File: src/rtl/exc_commit_ctrl.sv
// WB-stage exception/ERTN commit sequencer: picks one architectural event per
// valid WB instruction, pulses the CSR update ports and holds a redirect until IF accepts it.
module exc_commit_ctrl #(
    parameter int unsigned PC_W   = 32,
    parameter bit          INT_EN = 1'b1
) (
    input  logic            clk,
    input  logic            rst,
    input  logic            wb_valid,
    input  logic [PC_W-1:0] wb_pc,
    input  logic [4:0]      wb_exc_vec,
    input  logic            wb_ertn,
    input  logic            has_int,
    input  logic [PC_W-1:0] exc_entry,
    input  logic [PC_W-1:0] exc_retaddr,
    output logic            csr_wb_exc,
    output logic [5:0]      csr_wb_ecode,
    output logic [8:0]      csr_wb_esubcode,
    output logic [PC_W-1:0] csr_wb_pc,
    output logic            csr_ertn_flush,
    output logic            wb_commit,
    output logic            pipe_flush,
    output logic            redir_valid,
    output logic [PC_W-1:0] redir_pc,
    input  logic            redir_ready,
    output logic            busy
);

    localparam logic [5:0] ECODE_INT  = 6'h00;
    localparam logic [5:0] ECODE_ADEF = 6'h08;
    localparam logic [5:0] ECODE_INE  = 6'h0D;
    localparam logic [5:0] ECODE_SYS  = 6'h0B;
    localparam logic [5:0] ECODE_BRK  = 6'h0C;
    localparam logic [5:0] ECODE_ALE  = 6'h09;

    typedef enum logic {
        ST_IDLE  = 1'b0,
        ST_REDIR = 1'b1
    } state_t;

    state_t          r_state;
    state_t          w_state_nxt;
    logic [PC_W-1:0] r_redir_pc;
    logic [PC_W-1:0] w_redir_pc_nxt;
    logic            w_int;
    logic            w_exc;
    logic [5:0]      w_ecode;

    // Priority encode: interrupt first, then {adef, ine, sys, brk, ale}.
    always_comb begin
        w_int   = has_int & INT_EN;
        w_exc   = w_int | (|wb_exc_vec);
        w_ecode = ECODE_ALE;
        if (w_int)              w_ecode = ECODE_INT;
        else if (wb_exc_vec[4]) w_ecode = ECODE_ADEF;
        else if (wb_exc_vec[3]) w_ecode = ECODE_INE;
        else if (wb_exc_vec[2]) w_ecode = ECODE_SYS;
        else if (wb_exc_vec[1]) w_ecode = ECODE_BRK;
    end

    always_ff @(posedge clk) begin
        r_state    <= w_state_nxt;
        r_redir_pc <= w_redir_pc_nxt;
    end

    // Next state and all outputs; reset overrides everything to zero.
    always_comb begin
        w_state_nxt     = r_state;
        w_redir_pc_nxt  = r_redir_pc;
        csr_wb_exc      = 1'b0;
        csr_wb_ecode    = '0;
        csr_wb_esubcode = '0;
        csr_wb_pc       = '0;
        csr_ertn_flush  = 1'b0;
        wb_commit       = 1'b0;
        pipe_flush      = 1'b0;
        redir_valid     = 1'b0;
        redir_pc        = '0;
        busy            = 1'b0;
        if (rst) begin
            w_state_nxt    = ST_IDLE;
            w_redir_pc_nxt = '0;
        end else begin
            case (r_state)
                ST_IDLE: begin
                    if (wb_valid) begin
                        if (w_exc) begin
                            csr_wb_exc     = 1'b1;
                            csr_wb_ecode   = w_ecode;
                            csr_wb_pc      = wb_pc;
                            pipe_flush     = 1'b1;
                            w_redir_pc_nxt = exc_entry;
                            w_state_nxt    = ST_REDIR;
                        end else if (wb_ertn) begin
                            csr_ertn_flush = 1'b1;
                            pipe_flush     = 1'b1;
                            w_redir_pc_nxt = exc_retaddr;
                            w_state_nxt    = ST_REDIR;
                        end else begin
                            wb_commit = 1'b1;
                        end
                    end
                end
                ST_REDIR: begin
                    redir_valid = 1'b1;
                    redir_pc    = r_redir_pc;
                    pipe_flush  = 1'b1;
                    busy        = 1'b1;
                    if (redir_ready) begin
                        w_state_nxt    = ST_IDLE;
                        w_redir_pc_nxt = '0;
                    end
                end
                default: begin
                    w_state_nxt    = ST_IDLE;
                    w_redir_pc_nxt = '0;
                end
            endcase
        end
    end

endmodule
File: config.mk
export PLATFORM = sky130hd
export DESIGN_NAME = exc_commit_ctrl
export DESIGN_NICKNAME = d
export VERILOG_FILES = /design/src/rtl/exc_commit_ctrl.sv
export SDC_FILE = /design/constraint.sdc
export NUM_CORES = 1
export LEC_CHECK = 0
export CAP_MARGIN = 20
export CORE_ASPECT_RATIO = 0.8
export CORE_MARGIN = 5
export CORE_UTILIZATION = 33
export CTS_BUF_LIST = sky130_fd_sc_hd__clkbuf_4
export CTS_CLUSTER_SIZE = 40
export DETAILED_ROUTE_END_ITERATION = 12
export GPL_TIMING_DRIVEN = 0
export PLACE_DENSITY_LB_ADDON = 0.1
export SLEW_MARGIN = 20
export SYNTH_ARGS = -nofsm -noshare
export SYNTH_HDL_FRONTEND = slang
export SYNTH_SLANG_ARGS = --single-unit
File: constraint.sdc
create_clock -name clk -period 1.7 [get_ports clk]
set_input_delay 0.255 -clock clk [delete_from_list [all_inputs] [get_ports clk]]
set_output_delay 0.255 -clock clk [all_outputs]
set_load 0.1 [all_outputs]
==> results of run 1 <==
area by class of cell:
| class | count | area [um2] | area share |
|---|---|---|---|
| Timing Repair Buffer | 224 | 3000 | 0.490 |
| Multi-Input combinational cell | 227 | 1850 | 0.303 |
| Sequential cell | 33 | 664 | 0.109 |
| Buffer | 40 | 432 | 0.0706 |
| Tap cell | 84 | 105 | 0.0172 |
| Clock buffer | 5 | 37.5 | 0.00614 |
| Inverter | 4 | 15.0 | 0.00246 |
| Clock inverter | 3 | 12.5 | 0.00205 |
layer usage:
layer	GRT usage	vias to the layer above	wire (um)
li1	-	1503	-
met2	0.541	336	8490
met3	0.0662	115	1480
met4	0.0882	0	1200
met1	0.341	1777	5650
met5	0	-	0
state kept, by name (all words and copies together) (netlist names):
| signal | count |
|---|---|
| r_redir_pc | 32 |
| r_state | 1 |
cells in the mapped netlist (all sizes together) (2+ instances only):
cell type / number
buf: 19
inv: 4
clkbuf: 23
nand2: 33
nor2: 5
dfxtp: 33
and2: 32
nor3: 36
a21oi: 4
a211o: 32
nand2b: 2
and3: 64
what timing repair did:
item,in CTS,in global routing
setup endpoints to repair,106,102
pin swaps,60,18
buffers inserted,25,16
gates cloned,7,2
gates resized for setup,753,85
hold buffers,0,0
critical path, delay by kind of cell, from the launching register on:
kind                   cells  cell delay [ns]
buffers and inverters      6             0.82
flip-flops                 1             0.37
AND/OR/NAND/NOR            2             0.34
final timing paths:
kind                                from                     endpoint  slack (ns)  cells past startpoint
max                   r_state$_SDFF_PP0_                 csr_wb_pc[3]       -0.46                      8
max reg2reg           r_state$_SDFF_PP0_  r_redir_pc[21]$_SDFFE_PP0P_       -0.06                      6
min                                  rst           r_state$_SDFF_PP0_        0.16                      2
min reg2reg  r_redir_pc[22]$_SDFFE_PP0P_  r_redir_pc[22]$_SDFFE_PP0P_        0.48                      1
power breakdown:
| part | switching (mW) | total [mW] | internal [mW] |
|---|---|---|---|
| clock network | 0.331 | 0.481 | 0.150 |
| logic | 0.857 | 1.55 | 0.691 |
| registers | 0.0413 | 0.866 | 0.824 |
| total | 1.23 | 2.89 | 1.67 |
kinds of logic after synthesis:
logic type	after synthesis
other	1
DFF	33
buffers and inverters	46
AOI/OAI and AO/OA	39
and+or+nand+nor	177
through the flow:
step / worst slack, ns / area, um2 / hold slack (ns) / power, mW / TNS [ns]
2_1_floorplan: -0.517 / 2580 / 0.327 / 1.60 / -2.33
4_1_cts: -0.429 / 5790 / 0.149 / 2.67 / -18.40
6_report: -0.459 / 6110 / 0.156 / 2.89 / -26.10
3_5_place_dp: -1.76 / 4480 / 0.442 / 2.00 / -131.96
5_1_grt: -0.464 / 6110 / 0.183 / 2.94 / -28.21
3_3_place_gp: -1.72 / 4480 / 0.434 / 1.99 / -128.09
==> reports/metrics.csv, run 1 <==
stage,metric,value,unit
outcome,status,"complete, but fails checks",
outcome,violated checks,setup timing,
synth,register bit total from synthesis,33,
synth,Async SR Flop Fraction,0,
synth,mux cell area share after synthesis,0,
routing,initial drt markers,265,
global_route,largest net degree at the start of global routing,11,
place,GPL Wtd Cong,0.779,
synth,average cell area after synthesis,7.45,um2
sta,Max Slew Vio Count,0,
routing,DR WL/cell,27.1,um
die,die area,8430,um2
finish,"commonest cells after routing, fill and taps aside","clkdlybuf4s50_1, buf_12, buf_4",
clock_network,worst-case clock buffer depth,2,
die,Starting Density,0.342,
global_route,gr usage total,0.297,
synth,post-synthesis simple-gate area fraction,0.444,
routing,routed via count,3731,
synth,compound-cell area share of the yosys netlist,0.149,
synth,Ys Warns,0,
synth,mapped cell area,2200,um2
clock_network,TritonCTS Sinks,33,
place,Post-Place Cells,569,
routing,post-route ant nets,0,
finish,final design utilization,0.949,
place,hpwl dp,7480,um
sta,Least-Margin Pin Slew,0.709,ns
finish,fillers,169,
sta,post-layout min period,2.16,ns
critical_path,crit path kind,reg2out,
critical_path,CP Data Required Time,1.44,ns
critical_path,CP arrival,1.90,ns
synth,"Top FF cell, synth",dfxtp_1,
clock_network,TritonCTS buffer count,5,
die,Die Wd,101,um
finish,Diodes inserted,0,
finish,Layout Cells excl Fill,620,
global_route,global route overflow,0,
clock_network,clk root buf,clkbuf_4,
global_route,initial antenna violation count,0,
hold_path,Worst Hold Class,in2reg,
sta,relative slew slack,0.528,
clock_network,H-tree lvl count,2,
clock_network,clk slew on worst S/H paths,0.13,ns
die,Die Height,83.1,um
routing,post-DR vias/cell,6.02,
die,# IOs,192,
synth,Synth Instances,296,
routing,overall routed net length,16800,um
sta,RSZ-0062 raised after global routing,yes,
sta,Fin. Hold Viols,0,
run,maxcap violations,0,
sta,fmax,463,MHz
sta,Worst Clk Skew,0.0195,ns
critical_path,worst path cell trace,"buf_6, buf_6, nor2_4, buf_8, buf_12, clkbuf_16, and3_4, buf_12",
synth,share of the synthesized area in the top cell type,0.300,
synth,sequential area share after synthesis,0.300,
critical_path,crit-path max cell delay,0.37,ns
synth,Post-synth EDFFs,0,
clock_network,Skew-Pair Late Insertion Delay,0.35,ns
clock_network,TritonCTS clock tree,done,
finish,Nets,642,
global_route,vias in the first global route,3550,
critical_path,Worst Path Max Fanout,6,
finish,Layout area overhead,177,%
routing,DR DRC count,0,
synth,Synth cell types,24,
die,Site Rows,26,
pwr,peak supply drop,0.485,mV
die,core footprint,6440,um2
finish,layout cell share with drive strength beyond 1,0.489,
place,PortBufs,179,
global_route,first-pass GRT wire length,19700,um
finish,"commonest non-fill, non-tap cell in the layout",clkdlybuf4s50_1,
sta,final period utilization,1.27,
synth,xor and xnor area share after synthesis,0,
synth,main combinational cell family by area after synthesis,simple AND/OR/NAND/NOR gates,
synth,top post-synthesis cells by area,"dfxtp_1, and3_1, a211o_1",
sta,Final Setup Violations,103,
pwr,Power Dens Cells,473,nW/um2
sta,final worst slack,-0.459,ns
critical_path,CP Launch Type,flip-flop,
critical_path,Worst setup EP type,output pin,
synth,dominant cell type by area after synthesis,dfxtp_1,
pwr,LEAKAGE,2.88,nW
routing,Pre-Repair DR Iteration Count,5,
synth,adder-cell share of the synthesized area,0,
critical_path,Critical-path top delay cell,dfxtp_4,
No activity file was read; power rests on OpenSTA's default activity.
==> run 2, diff against run 1 <==
--- a/config.mk
+++ b/config.mk
@@ -5,10 +5,11 @@
 export SDC_FILE = /design/constraint.sdc
 export NUM_CORES = 1
 export LEC_CHECK = 0
+export ABC_AREA = 1
 export CAP_MARGIN = 20
 export CORE_ASPECT_RATIO = 0.8
 export CORE_MARGIN = 5
-export CORE_UTILIZATION = 33
+export CORE_UTILIZATION = 35
 export CTS_BUF_LIST = sky130_fd_sc_hd__clkbuf_4
 export CTS_CLUSTER_SIZE = 40
 export DETAILED_ROUTE_END_ITERATION = 12
==> reports/metrics.csv, run 2 <==
stage,metric,value,unit,change
outcome,status,"complete, but fails checks",,
outcome,violated checks,setup timing,,
finish,Nets,757,,+18%
place,PortBufs,179,,unchanged
pwr,switching pwr,1.28,mW,+4.3%
clock_network,clk slew on worst S/H paths,0.12,ns,about the same
critical_path,Reg2Reg Depth,8,,+2
run,maxcap violations,0,,unchanged
global_route,largest net degree at the start of global routing,12,,+1
synth,most frequent cell after synthesis,nand2_1,,
synth,mapped cell area,2450,um2,+11%
die,Die Height,84.9,um,+2.1%
critical_path,crit-path max cell delay,0.36,ns,about the same
clock_network,TritonCTS buffer count,5,,unchanged
critical_path,CP Launch Type,flip-flop,,
critical_path,crit path kind,reg2out,,
synth,Synth cell types,22,,-8.3%
global_route,global route overflow,0,,unchanged
critical_path,Critical-path top delay cell,dfxtp_4,,
pwr,peak supply drop,0.291,mV,-40%
critical_path,CP Depth,5,,-3
routing,overall routed net length,14700,um,-13%
synth,Ys Warns,0,,unchanged
place,hpwl dp,7880,um,+5.3%
die,Starting Density,0.358,,+0.0155
critical_path,worst r2r src,r_state$_SDFF_PP0_,,
place,Area after DPL,4970,um2,+11%
routing,Pre-Repair DR Iteration Count,5,,unchanged
sta,Worst Hold Margin,0.377,ns,+0.220 ns
die,core footprint,6860,um2,+6.5%
synth,Synth Instances,438,,+48%
clock_network,Skew-Pair Late Insertion Delay,0.35,ns,about the same
sta,Worst Clk Skew,0.0237,ns,+0.00411 ns
synth,Post-synth EDFFs,0,,unchanged
sta,Fin. Hold Viols,0,,unchanged
finish,Diodes inserted,0,,unchanged
finish,Layout area overhead,151,%,
finish,Top reg by flops,r_redir_pc,,
finish,register area,664,um2,unchanged
critical_path,critical path launch point,r_state$_SDFF_PP0_,,
critical_path,worst path cell trace,"nor3_4, o211ai_1, buf_4, nor4_4, buf_6",,
die,die area,8800,um2,+4.4%
routing,routed via count,3893,,+4.3%
sta,relative slew slack,0.563,,+0.0355
clock_network,"Hold-fix buffers, CTS",0,,unchanged
pwr,LEAKAGE,2.56,nW,-11%
critical_path,CP Data Required Time,1.44,ns,about the same
sta,final worst slack,-0.216,ns,+0.243 ns
finish,"commonest non-fill, non-tap cell in the layout",nand2_1,,
global_route,gr usage total,0.280,,-0.0176
sta,fmax,522,MHz,+13%
routing,post-DR vias/cell,5.28,,-12%
finish,Final Cell Area,6160,um2,+0.72%
critical_path,Worst Path Max Fanout,2,,-4
routing,DR DRC count,0,,unchanged
synth,Async SR Flop Fraction,0,,unchanged
pwr,Pint,1.76,mW,+5.7%
synth,sequential area share after synthesis,0.269,,-0.0304
pwr,Power Dens Cells,494,nW/um2,+4.3%
clock_network,H-tree lvl count,2,,unchanged
clock_network,worst-case clock buffer depth,2,,unchanged
finish,combined area of the multi-input logic cells,2030,um2,+9.7%
die,# IOs,192,,unchanged
pwr,sequential share of power,0.280,,-0.019
sta,final period utilization,1.13,,-0.143
sta,Least-Margin Pin Slew,0.656,ns,-0.0532 ns
finish,top flop regs,"r_redir_pc: 32 flops, r_state: 1 flops",,
pwr,Switching Fraction,0.422,,-0.00309
routing,post-route ant nets,0,,unchanged
global_route,first-pass GRT wire length,20100,um,+1.9%
finish,max FFs per register,32,,unchanged
synth,share of the synthesized area in the top cell type,0.269,,-0.0304
pwr,Clock power frac,0.197,,+0.031
critical_path,CP arrival,1.66,ns,-0.24 ns
clock_network,clk root buf,clkbuf_4,,
die,Site Rows,27,,+3.8%
sta,Max Slew Vio Count,0,,unchanged
critical_path,Worst setup EP type,output pin,,
place,pre-CTS setup slack,-1.42,ns,+0.345 ns
critical_path,Critical R2R Capture,r_redir_pc[3]$_SDFFE_PP0P_,,
clock_network,TritonCTS clock tree,done,,
finish,"commonest cells after routing, fill and taps aside","nand2_1, clkdlybuf4s50_1, buf_12",,
sta,RSZ-0062 raised after global routing,yes,,
hold_path,Worst Hold Class,in2reg,,
synth,average cell area after synthesis,5.60,um2,-25%
global_route,initial antenna violation count,0,,unchanged
synth,Commonest cells post-synth,"nand2_1, nor2_1, nand3_1",,
routing,DR WL/cell,19.9,um,-27%
routing,initial drt markers,253,,-4.5%
synth,top post-synthesis cells by area,"dfxtp_1, nand2_1, nand3_1",,
sta,Final Setup Violations,62,,-40%
critical_path,Worst Setup EP,csr_wb_ecode[1],,
clock_network,TritonCTS Sinks,33,,unchanged
sta,post-layout min period,1.92,ns,-0.243 ns
pwr,Comb pwr share,0.523,,-0.012
critical_path,CP top delay family,buffers and inverters,,
critical_path,r2r setup slk,0.06,ns,+0.12 ns
synth,register bit total from synthesis,33,,unchanged
place,GPL Wtd Cong,0.792,,+1.6%
finish,fillers,284,,+68%
synth,"Top FF cell, synth",dfxtp_1,,
critical_path,"Buf+Inv Stages, Crit Path",2,,-4
global_route,vias in the first global route,3776,,+6.4%
synth,dominant cell type by area after synthesis,dfxtp_1,,
die,Die Wd,104,um,+2.2%
finish,layout cell share with drive strength beyond 1,0.364,,-0.125
[run 2: changes by cell type after synthesis, sizes merged, moves of 9 or more]
cell	previous run	this run
a211o	32	0
buf	19	28
inv	4	41
nor2	5	79
a21oi	4	34
nand3	0	65
and3	64	0
nand2	33	134
nor3	36	2
and2	32	0
[run 2: per-layer routing]
metal,up-vias,routed length (um),GRT usage
met2,237,7900,0.525
met1,1840,4920,0.311
met3,53,1140,0.0662
li1,1763,-,-
met4,0,729,0.0882
met5,-,0,0
[run 2: how the worst min path moves through the flow]
stage / from / end / cells after the start
6_report: rst / r_redir_pc[14]$_SDFFE_PP0P_ / 3
5_1_grt: rst / r_redir_pc[11]$_SDFFE_PP0P_ / 3
4_1_cts: rst / r_redir_pc[15]$_SDFFE_PP0P_ / 3
3_5_place_dp: r_redir_pc[7]$_SDFFE_PP0P_ / r_redir_pc[7]$_SDFFE_PP0P_ / 2
3_3_place_gp: r_redir_pc[8]$_SDFFE_PP0P_ / r_redir_pc[8]$_SDFFE_PP0P_ / 2
2_1_floorplan: redir_ready / r_state$_SDFF_PP0_ / 3
[run 2: kinds of logic after synthesis]
family                 synth area share
AO/OA/AOI/OAI                    0.0724
buffers and inverters             0.169
flip-flops                        0.269
other                           0.00153
AND/OR/NAND/NOR                   0.488
[run 2: tightest hold or removal path: stages]
cell	delay (ns)
clkbuf_8	0.13
clkbuf_2	0.25
a21oi_1	0.06
[run 2: what timing repair did]
item | in CTS | in global routing
setup endpoints to repair | 74 | 78
resized for setup | 639 | 97
gates cloned | 1 | 4
pin swaps | 12 | 27
buffers inserted | 8 | 4
[run 2: area by class of cell]
| type | instances | share of cell area |
|---|---|---|
| Sequential cell | 33 | 0.108 |
| Buffer | 44 | 0.0622 |
| Inverter | 41 | 0.0272 |
| Clock inverter | 3 | 0.00670 |
| Timing Repair Buffer | 196 | 0.443 |
| Tap cell | 87 | 0.0177 |
| Multi-Input combinational cell | 329 | 0.330 |
| Clock buffer | 5 | 0.00610 |
[run 2: power by group through the flow]
stage                     Sequential, mW  Clock (mW)  Combinational [mW]
after floorplan                    0.855           0               0.871
after global placement             0.859           0                1.26
after detailed placement           0.861           0                1.28
after CTS                          0.846       0.595                1.44
after global routing               0.857       0.640                1.65
final                              0.853       0.599                1.59
[run 2: stage by stage]
step	utilization	total power [mW]	std cells	TNS, ns
5_1_grt	0.898	3.15	738	-11.50
2_1_floorplan	-	1.73	448	-3.98
4_1_cts	0.831	2.88	730	-3.33
3_3_place_gp	0.725	2.12	714	-85.19
3_5_place_dp	0.725	2.14	714	-87.74
6_report	0.898	3.04	738	-7.20
